`src/rtl/instruction_fetch.sv`:
```
// -----------------------------------------------------------------------------
// instruction_fetch
//
// Fetch stage that sits directly behind the program counter. On a fetch request
// it latches the current PC as the memory word address, holds a read request
// until the memory answers, and captures the returned instruction word. A
// one-cycle o_instruction_DV pulse marks a new instruction. The control unit
// also uses this pulse as its PC load strobe.
//
// A flush (taken jump or trap) while a read is outstanding moves the block to
// DRAIN. In DRAIN it keeps the read request high until the stale response
// arrives, then throws that response away. Misaligned PCs are rejected without
// any bus access. A read that gets no answer within TIMEOUT_CYCLES raises a
// one-cycle bus fault.
//
// Ports
//   i_clk             rising-edge clock
//   i_rst_n           asynchronous active-low reset
//   i_PC              current PC from the program counter
//   i_fetch           fetch request (level, sampled only while idle)
//   i_flush           abort the current or pending fetch
//   o_mem_address     instruction memory word address
//   o_mem_read        read request, held until the response arrives
//   i_mem_data        read data
//   i_mem_DV          read data valid, one cycle per request
//   o_instruction     last fetched instruction
//   o_instruction_DV  one-cycle pulse: o_instruction is new
//   o_busy            high while a read is outstanding (WAIT or DRAIN)
//   o_misaligned      one-cycle pulse: fetch requested with i_PC[1:0] != 0
//   o_bus_fault       one-cycle pulse: read timed out
// -----------------------------------------------------------------------------
module instruction_fetch #(
   parameter int unsigned TIMEOUT_CYCLES = 255,
   parameter logic [31:0] RESET_INSTR    = 32'h00000013
) (
   input  logic        i_clk,
   input  logic        i_rst_n,
   input  logic [31:0] i_PC,
   input  logic        i_fetch,
   input  logic        i_flush,
   output logic [31:0] o_mem_address,
   output logic        o_mem_read,
   input  logic [31:0] i_mem_data,
   input  logic        i_mem_DV,
   output logic [31:0] o_instruction,
   output logic        o_instruction_DV,
   output logic        o_busy,
   output logic        o_misaligned,
   output logic        o_bus_fault
);

   // The counter must be able to hold TIMEOUT_CYCLES. A flush taken on the
   // last WAIT cycle still increments the counter once, so it can reach that
   // value without wrapping.
   localparam int unsigned CW = (TIMEOUT_CYCLES < 1) ? 1 : $clog2(TIMEOUT_CYCLES + 1);
   localparam logic [CW-1:0] LAST_COUNT = CW'(TIMEOUT_CYCLES - 1);
   localparam logic [CW-1:0] ONE_COUNT  = CW'(1);
   localparam logic [31:0]   RESET_ADDR = 32'h80000000;

   typedef enum logic [1:0] {
      ST_IDLE  = 2'd0,
      ST_WAIT  = 2'd1,
      ST_DRAIN = 2'd2
   } state_t;

   state_t        state_r,  state_s;
   logic [CW-1:0] count_r,  count_s;
   logic [31:0]   address_r, address_s;
   logic          read_r,   read_s;
   logic [31:0]   instr_r,  instr_s;
   logic          instr_dv_r, instr_dv_s;
   logic          busy_r,   busy_s;
   logic          misaligned_r, misaligned_s;
   logic          fault_r,  fault_s;

   // Next-state and next-output logic for the fetch FSM.
   always_comb begin
      state_s      = state_r;
      count_s      = count_r;
      address_s    = address_r;
      read_s       = read_r;
      instr_s      = instr_r;
      instr_dv_s   = 1'b0;
      misaligned_s = 1'b0;
      fault_s      = 1'b0;

      case (state_r)
         ST_IDLE: begin
            if (i_flush) begin
               // A redirect in the same cycle makes the requested PC stale.
               state_s = ST_IDLE;
            end else if (i_fetch && (i_PC[1:0] != 2'b00)) begin
               misaligned_s = 1'b1;
            end else if (i_fetch) begin
               address_s = i_PC;
               read_s    = 1'b1;
               count_s   = {CW{1'b0}};
               state_s   = ST_WAIT;
            end else begin
               state_s = ST_IDLE;
            end
         end

         ST_WAIT: begin
            if (i_mem_DV && i_flush) begin
               read_s  = 1'b0;
               state_s = ST_IDLE;
            end else if (i_mem_DV) begin
               instr_s    = i_mem_data;
               instr_dv_s = 1'b1;
               read_s     = 1'b0;
               state_s    = ST_IDLE;
            end else if (i_flush) begin
               // This cycle counts toward the timeout. WAIT and DRAIN share
               // one budget of TIMEOUT_CYCLES cycles in total.
               count_s = count_r + ONE_COUNT;
               state_s = ST_DRAIN;
            end else if (count_r == LAST_COUNT) begin
               fault_s = 1'b1;
               read_s  = 1'b0;
               state_s = ST_IDLE;
            end else begin
               count_s = count_r + ONE_COUNT;
            end
         end

         ST_DRAIN: begin
            read_s = 1'b1;
            if (i_mem_DV) begin
               read_s  = 1'b0;
               state_s = ST_IDLE;
            end else if (count_r >= LAST_COUNT) begin
               // A flush on the final WAIT cycle lands here with the count
               // already past LAST_COUNT. In that case leave on the first
               // DRAIN cycle.
               read_s  = 1'b0;
               state_s = ST_IDLE;
            end else begin
               count_s = count_r + ONE_COUNT;
            end
         end

         default: begin
            read_s  = 1'b0;
            state_s = ST_IDLE;
         end
      endcase

      busy_s = (state_s != ST_IDLE);
   end

   // State and registered-output flops. Reset drops any outstanding read at once.
   always_ff @(posedge i_clk or negedge i_rst_n) begin
      if (!i_rst_n) begin
         state_r      <= ST_IDLE;
         count_r      <= {CW{1'b0}};
         address_r    <= RESET_ADDR;
         read_r       <= 1'b0;
         instr_r      <= RESET_INSTR;
         instr_dv_r   <= 1'b0;
         busy_r       <= 1'b0;
         misaligned_r <= 1'b0;
         fault_r      <= 1'b0;
      end else begin
         state_r      <= state_s;
         count_r      <= count_s;
         address_r    <= address_s;
         read_r       <= read_s;
         instr_r      <= instr_s;
         instr_dv_r   <= instr_dv_s;
         busy_r       <= busy_s;
         misaligned_r <= misaligned_s;
         fault_r      <= fault_s;
      end
   end

   assign o_mem_address    = address_r;
   assign o_mem_read       = read_r;
   assign o_instruction    = instr_r;
   assign o_instruction_DV = instr_dv_r;
   assign o_busy           = busy_r;
   assign o_misaligned     = misaligned_r;
   assign o_bus_fault      = fault_r;

endmodule

```
`config.mk`:
```
export PLATFORM = sky130hd
export DESIGN_NAME = instruction_fetch
export DESIGN_NICKNAME = d
export VERILOG_FILES = /design/src/rtl/instruction_fetch.sv
export SDC_FILE = /design/constraint.sdc
export NUM_CORES = 1
export LEC_CHECK = 0
export CAP_MARGIN = 5
export CORE_ASPECT_RATIO = 1.25
export CORE_MARGIN = 1
export CORE_UTILIZATION = 41
export DETAILED_ROUTE_END_ITERATION = 6
export GPL_ROUTABILITY_DRIVEN = 0
export HOLD_SLACK_MARGIN = 0.06
export PLACE_DENSITY_LB_ADDON = 0.05
export SYNTH_ARGS = -nofsm -noshare
export SYNTH_HDL_FRONTEND = slang
export SYNTH_SLANG_ARGS = --single-unit
```
`constraint.sdc`:
```
create_clock -name i_clk -period 5.35 [get_ports i_clk]
set_clock_uncertainty 0.2 [all_clocks]
set_input_delay 1.07 -clock i_clk [delete_from_list [all_inputs] [get_ports i_clk]]
set_output_delay 1.07 -clock i_clk [all_outputs]
set_load 0.005 [all_outputs]
```
**Yosys cells after proc, flatten, opt, wreduce, memory -nomap -nowiden**

Cells that the tools add are included.

- Word-level logic and storage cells: 78
- Bits in registers: 79
- Output and inout bits: 69

- $lt $le $gt $ge: 1
- Reduce and logical (&&, ||, !) cells: 10
- Equal/unequal tests: 13
- Add/sub/neg operators: 1
- Multiplexer cells: 41
- Bitwise operators: 3

Operator list:

| kind | number |
|---|---|
| $mux W8 | 9 |
| $pmux W8 S3 | 1 |
| $mux W1 | 21 |
| $mux W2 | 8 |
| $ne A2 B2 Y1 const B | 7 |
| $reduce_and A9 Y1 | 1 |
| $add A8 B1 Y8 const B | 1 |
| $eq A8 B8 Y1 const B | 1 |
| $ge A8 B8 Y1 const B | 1 |
| $ne A4 B4 Y1 const B | 2 |
| $pmux W2 S3 | 1 |
| $reduce_and A5 Y1 | 1 |
| $reduce_and A4 Y1 | 1 |
| $reduce_bool A2 Y1 | 2 |
| $ne A3 B3 Y1 const B | 1 |
| $not A1 Y1 | 3 |
| $pmux W1 S3 | 1 |
| $reduce_and A3 Y1 | 1 |
| $reduce_bool A3 Y1 | 1 |
| $eq A2 B1 Y1 const B | 1 |
| $eq A2 B2 Y1 const B | 1 |
| $logic_and A1 B1 Y1 | 2 |
| $logic_not A2 Y1 | 1 |

**Depth between registers and ports, before layout**

Gate-level depths: netlist of the first run.

- Depth after elaboration: 7
- Depth in mapped cells: 7
- Mapped depth without buffers: 6

**Least setup slack after synthesis of the first run**

OpenSTA, ideal clock, no wires.

- Path type: input to register
- Start: input i_flush
- End: register count_r[1]
- Setup slack: 2489 ps
- Stages: 4
- Data required time: 5025 ps
- Arrival time: 2536 ps
- Path through: or4b_4 -> a221oi_4 -> o211a_4 -> mux2_4

- Longest elaborated chain between the ends: 4
- Elaborated cells on any way between the ends: 9
- Classes of those cells: eq/ne: 3; mux: 4; reduce/logical: 2

RTL lines:

| element | line | RTL |
|---|---|---|
| from (decl) | 40 | `input logic i_flush,` |
| $mux W8 | 113 | `end else if (i_flush) begin` |
| $mux W8 | 108 | `end else if (i_mem_DV) begin` |
| $mux W8 | 105 | `if (i_mem_DV && i_flush) begin` |
| $pmux W8 S3 | 87 | `case (state_r)` |
| to (signal assigned) | 156 | `count_r <= {CW{1'b0}};` |
| to (signal assigned) | 166 | `count_r <= count_s;` |
| to (decl) | 67 | `logic [CW-1:0] count_r, count_s;` |

Parallel ways exist; a longest one is shown, timed or not. The select of a mux whose other input is x is not followed.
A chain may end at the register's enable or synchronous reset.

**Worst setup path after layout of the first run**

Ends and elaborated chain as after synthesis.

==> results of run 1 <==
==> power breakdown <==
part | internal [W] | total (W) | switching, W
Clock | 0.000229 | 0.000444 | 0.000215
Combinational | 0.000223 | 0.000319 | 0.0000958
Sequential | 0.000679 | 0.000717 | 0.0000383
==> cell type report <==
type | count | area, um2
well taps | 95 | 119
inverters | 9 | 33.8
clock buffers | 11 | 141
flip-flops and latches | 79 | 1980
multi-input cells | 200 | 1290
repair buffers | 138 | 1380
clock inverters | 5 | 56.3
fillers | 654 | 2840
==> worst max-delay path, cell delays in order <==
cell and delay, ps:
clkdlybuf4s50_1 490, or4b_4 600, a221oi_4 430, o211a_4 290
mux2_4 300
==> cells by family (layout without fill, tap and decap cells) <==
family	Yosys count	in the layout
buffers and inverters	20	163
AOI/OAI and AO/OA	34	34
adders and majority gates	6	6
and+or+nand+nor	128	128
muxes	32	32
DFF	79	79
==> cells in the final DEF, fill, tap and decap left out, types with 4 or more instances in the layout <==
master | Yosys | final
inv_1 | 9 | 9
mux2_2 | 29 | 29
dfstp_2 | 4 | 4
clkdlybuf4s50_1 | 0 | 136
nand3_1 | 4 | 4
dfrtp_1 | 75 | 75
o2111ai_1 | 7 | 7
ha_1 | 6 | 6
a21oi_1 | 4 | 4
clkbuf_8 | 0 | 10
o211ai_1 | 7 | 7
nand2_1 | 101 | 101
==> registers in the layout, indices dropped and copies added (netlist names) <==
signal            count
o_bus_fault           1
o_instruction_DV      1
o_mem_address        32
o_mem_read            1
o_misaligned          1
state_r               2
o_busy                1
o_instruction        32
count_r               8
==> layer usage <==
metal  share of wire [%]  track usage (%)  vias to the layer above
met5                   0                0                        -
met4                 2.4             9.02                        0
met3                 6.3             4.48                       13
met2                  47             30.0                       99
met1                  44             24.5                     1253
li1                    -                -                     1287
==> how the worst max path moves through the flow <==
stage,endpoint,slack (ps),startpoint,depth (start not counted)
global placement,count_r[1]$_DFFE_PN0P_,1880,i_flush,5
global route,count_r[1]$_DFFE_PN0P_,2130,i_flush,5
CTS,count_r[1]$_DFFE_PN0P_,2220,i_flush,5
finish,count_r[1]$_DFFE_PN0P_,2190,i_flush,5
detailed placement,count_r[1]$_DFFE_PN0P_,1850,i_flush,5
floorplan,count_r[1]$_DFFE_PN0P_,2490,i_flush,4
==> through the flow <==
| step | power [W] | hold WS, ps | area [um2] | setup WS, ps |
|---|---|---|---|---|
| finish | 0.00148 | 262 | 5000 | 2190 |
| global route | 0.00156 | 279 | 5000 | 2130 |
| CTS | 0.00150 | 267 | 5000 | 2220 |
| detailed placement | 0.00105 | 252 | 4800 | 1850 |
| global placement | 0.00104 | 246 | 4800 | 1880 |
| floorplan | 0.000814 | 248 | 3350 | 2490 |
==> results.ini, run 1 <==
[power]
p_per_area_nw_per_um2 = 296
leakagePower_nw = 2.27
peakVddDrop_v = 0.000190

[sta]
finalSetupTns_ps = 0
hold_violations = 0
timing.final.crit_share_pct = 59.0
max-slew-margin-rel_pct = 35.0
worstMarginPinSlew_ps = 974
final_max_slew_viol_count = 0
setup_violations = 0
period_needed_ps = 3160
max_freq_mhz = 317
rsz0062_at_grt = false

[logic_synthesis]
synthAdderAreaFrac_pct = 2.24
synth_cell_types = 40
postSynth.asyncResetShare_pct = 100
synth_compound_area_share_pct = 8.75
synth_top_area_cell = dfrtp_1
synth_xor_area_share_pct = 0
synth_area_leaders = dfrtp_1, nand2_1, mux2_2
yosysWarningCount = 0
yosysMostFrequentCell = nand2_1
synth_top_area_share_pct = 56.1
synth-simple-area-share_pct = 16.7
synth_seq_cells = 79
ys_seq_area_share_pct = 59.2
syn_area_um2 = 3350
avgSynthCellArea_um2 = 11.2
yosys-top-cells-count = nand2_1, dfrtp_1, mux2_2, inv_1
synth_ff_type = dfrtp_1
synth_top_family_by_area = simple AND/OR/NAND/NOR gates
syn_nets = 374
synth-edff-count = 0
synth_mux_area_share_pct = 10.8
syn_inst = 299

[worst_hold_path]
min_to = o_instruction[1]$_DFFE_PN1P_
hp-class = register to register
holdPathStages = 2
hold_path.startpoint = o_instruction[1]$_DFFE_PN1P_

[die]
rows = 36
die_y_um = 103
core_area_um2 = 7840
die_width_um = 82.8
io_pins = 138
initial_core_util_pct = 42.7
die_area_um2 = 8530

[setup_path]
end_kind = register
r2r_end = count_r[1]$_DFFE_PN0P_
cp_max_fo = 8
rr_startpoint = count_r[0]$_DFFE_PN0P_
ff2ff_path_depth = 6
rrSetupSlack_ps = 2940
crit_required_ps = 5380
critical_path_class = primary input to register
critPathArrivalTime_ps = 3180
start_kind = primary input

[global_routing]
grt_pass1_vias = 2542
grt_max_degree = 80
track_usage_pct = 18.8
grt_pass1_wl_mm = 12.6
antenna_found_initial = 0
grt_overflow = 0

[route]
dr_total_vias = 2652
first_pass_iters = 4
drc = 0
post_drt_wl_per_cell_um = 14.7
drt_iter0_markers = 103
ant_nets = 0
vias_per_cell = 4.94
wl_mm = 7.89

[final_layout]
diodes = 0
drive_gt1_share_pct = 12.9
post-route-util_pct = 63.8
finalNetCount = 512
syn2layout_area_growth_pct = 49.3
fin_cells = 537

[job]
cap_violations = 0

[run_status]
outcome = finished, final reports clean

[cts]
cts.clk_slew.worst_paths_ps = 80
clockRootBuffer = clkbuf_8
clock_sinks = 79
cts_tree = yes
ctsLongestPathBuffers = 2
numCtsBuffers = 9
insertion_delay_ps = 340
ctsResizeCount = 0
h-tree-depth = 3
cts_post_setup_buffers_inserted = 0
cts-hold-fix-buffers = 0

[place]
dp_cells = 521
dp_hpwl_mm = 5.61
port_buffers = 137

Power figures use the tool's default switching activity.
==> run 2: changes to the inputs <==
--- a/config.mk
+++ b/config.mk
@@ -8,7 +8,7 @@
 export CAP_MARGIN = 5
 export CORE_ASPECT_RATIO = 1.25
 export CORE_MARGIN = 1
-export CORE_UTILIZATION = 41
+export CORE_UTILIZATION = 39
 export DETAILED_ROUTE_END_ITERATION = 6
 export GPL_ROUTABILITY_DRIVEN = 0
 export HOLD_SLACK_MARGIN = 0.06
==> constraint.sdc (replaced) <==
create_clock -name i_clk -period 2.65 [get_ports i_clk]
set_clock_uncertainty 0.2 [all_clocks]
set_input_delay 0.53 -clock i_clk [delete_from_list [all_inputs] [get_ports i_clk]]
set_output_delay 0.53 -clock i_clk [all_outputs]
set_load 0.005 [all_outputs]
==> results.ini, run 2 (synthesis results as in run 1) <==
[place]
dp_hpwl_mm = 5.76  ; was 5.61 mm
pre_cts_ws_ps = -48.3  ; was 1850 ps
dp_cells = 533  ; was 521
port_buffers = 137  ; unchanged

[cts]
insertion_delay_ps = 340  ; about the same
cts.clk_slew.worst_paths_ps = 80  ; about the same
ctsResizeCount = 0  ; unchanged
cts_tree = yes  ; unchanged
cts_post_setup_buffers_inserted = 0  ; unchanged
clockRootBuffer = clkbuf_8  ; unchanged
ctsLongestPathBuffers = 2  ; unchanged
h-tree-depth = 3  ; unchanged
clock_sinks = 79  ; unchanged
numCtsBuffers = 9  ; unchanged

[worst_hold_path]
hp-class = register to register  ; unchanged

[power]
combPwrFrac_pct = 21.2  ; was 21.6%
peakVddDrop_v = 0.000327  ; was 0.000190 V
p_per_area_nw_per_um2 = 599  ; was 296 nW/um2
leakagePower_nw = 2.33  ; was 2.27 nW
p_seq_share_pct = 47.2  ; was 48.5%
p_clk_share_pct = 31.6  ; was 30.0%
netSwitchingFraction_pct = 23.1  ; was 23.6%
power_switching_w = 0.000708  ; was 0.000349 W
p_int_w = 0.00236  ; was 0.00113 W

[run_status]
violations = design-rule violations
outcome = finished with violations  ; was finished, final reports clean

[die]
io_pins = 138  ; unchanged
die_width_um = 84.9  ; was 82.8 um
core_area_um2 = 8290  ; was 7840 um2
die_y_um = 106  ; was 103 um
rows = 37  ; was 36
initial_core_util_pct = 40.4  ; was 42.7%
die_area_um2 = 8960  ; was 8530 um2

[setup_path]
crit_path_end = count_r[3]$_DFFE_PN0P_  ; was count_r[1]$_DFFE_PN0P_
rr_startpoint = count_r[0]$_DFFE_PN0P_  ; unchanged
critical_path_class = primary input to register  ; unchanged
critPathArrivalTime_ps = 2360  ; was 3180 ps
start_kind = primary input  ; unchanged
cp_slowest_cell = or4b_4  ; unchanged
critPathLaunch = i_flush  ; unchanged
rrSetupSlack_ps = 450  ; was 2940 ps
cp_max_fo = 7  ; was 8
crit_required_ps = 2690  ; was 5380 ps
r2r_end = count_r[5]$_DFFE_PN0P_  ; was count_r[1]$_DFFE_PN0P_
ff2ff_path_depth = 7  ; was 6
end_kind = register  ; unchanged
crit_chain = clkdlybuf4s50_1 > or4b_4 > a221oi_4 > buf_4 > o2111ai_1 > a32o_1  ; was clkdlybuf4s50_1 > or4b_4 > a221oi_4 > o211a_4 > mux2_4
slowest_delay_ps = 570  ; was 600 ps

[global_routing]
grt_overflow = 0  ; unchanged
antenna_found_initial = 0  ; unchanged
grt_max_degree = 34  ; was 80
grt_pass1_wl_mm = 13.1  ; was 12.6 mm
grt_pass1_vias = 2669  ; was 2542
track_usage_pct = 19.0  ; was 18.8%

[final_layout]
final_cell_mix = clkdlybuf4s50_1, nand2_1, dfrtp_1  ; unchanged
layout_commonest_cell = clkdlybuf4s50_1  ; unchanged
diodes = 0  ; unchanged
finalNetCount = 523  ; was 512
drive_gt1_share_pct = 14.6  ; was 12.9%
syn2layout_area_growth_pct = 53.2  ; was 49.3%
fin_cells = 550  ; was 537

[sta]
worst_slack_ps = 330  ; was 2190 ps
max_freq_mhz = 431
hold_violations = 0  ; unchanged
worstMarginPinSlew_ps = 438  ; was 974 ps
rsz0062_at_grt = false  ; unchanged
setup_violations = 0  ; unchanged
final_max_slew_viol_count = 0  ; unchanged
timing.final.crit_share_pct = 87.5
max-slew-margin-rel_pct = 70.8  ; was 35.0%
period_needed_ps = 2320

[route]
vias_per_cell = 4.95  ; was 4.94
first_pass_iters = 7  ; was 4
ant_nets = 0  ; unchanged
drt_iter0_markers = 119  ; was 103
drc = 14  ; was 0
dr_total_vias = 2724  ; was 2652
post_drt_wl_per_cell_um = 14.6  ; was 14.7 um
wl_mm = 8.05  ; was 7.89 mm

[job]
cap_violations = 0  ; unchanged

-- run 2: changes by cell type in the layout (fill, tap and decap cells not counted) --
cell | previous run | this run
buf_12 | 0 | 2
clkinv_4 | 0 | 1
clkinv_2 | 2 | 0
inv_6 | 1 | 0
clkinvlp_4 | 1 | 2
buf_4 | 2 | 10
clkbuf_1 | 1 | 2
clkbuf_8 | 10 | 9
bufinv_16 | 1 | 2
dlygate4sd3_1 | 0 | 1
-- run 2: repair_timing --
item,CTS,global route
setup endpoints to repair,0,0
hold buffers,1,0
hold endpoints to repair,30,0
-- run 2: area by class of cell --
class | count | area, um2
Inverter | 9 | 33.8
Multi-Input combinational cell | 200 | 1290
Clock buffer | 11 | 131
Fill cell | 689 | 3160
Tap cell | 97 | 121
Clock inverter | 5 | 83.8
Timing Repair Buffer | 149 | 1490
Sequential cell | 79 | 1980
-- run 2: how the worst min path moves through the flow --
stage                                       startpoint                           end  slack [ps]  cells past startpoint
after detailed placement  o_instruction[0]$_DFFE_PN1P_  o_instruction[0]$_DFFE_PN1P_         250                      2
after global placement    o_instruction[0]$_DFFE_PN1P_  o_instruction[0]$_DFFE_PN1P_         250                      2
final                     o_instruction[0]$_DFFE_PN1P_  o_instruction[0]$_DFFE_PN1P_         260                      2
after CTS                 o_instruction[0]$_DFFE_PN1P_  o_instruction[0]$_DFFE_PN1P_         260                      2
after floorplan                                i_rst_n        count_r[0]$_DFFE_PN0P_          30                      0
after global routing      o_instruction[4]$_DFFE_PN1P_  o_instruction[4]$_DFFE_PN1P_         280                      2
-- run 2: stage by stage --
step / hold WS (ps) / total power, W / TNS, ps / util (%) / instance area (um2)
global route: 276 / 0.00324 / 0 / 61.9 / 5130
CTS: 263 / 0.00312 / 0 / 61.9 / 5130
detailed placement: 249 / 0.00214 / -137 / 59.2 / 4900
global placement: 248 / 0.00212 / -57.9 / 59.2 / 4900
finish: 260 / 0.00307 / 0 / 61.9 / 5130
floorplan: 34.4 / 0.00164 / 0 / - / 3350
-- run 2: power by group through the flow --
stage,logic [W],registers [W],clock network [W]
2_1_floorplan,0.000157,0.00149,0
3_3_place_gp,0.000655,0.00147,0
3_5_place_dp,0.000660,0.00148,0
4_1_cts,0.000663,0.00145,0.00100
5_1_grt,0.000708,0.00147,0.00106
6_report,0.000651,0.00145,0.000971
-- run 2: worst max-delay path: cells and delay by family --
kind            cells  cell delay, ps
buf+inv             2             620
simple gates        1             570
compound gates      3             630
-- run 2: per-layer routing --
metal	vias up	wire, um	track usage, %
met5	-	0	0
met4	0	91	7.99
met3	7	596	4.93
met2	97	3790	30.7
met1	1307	3570	24.0
li1	1313	-	-
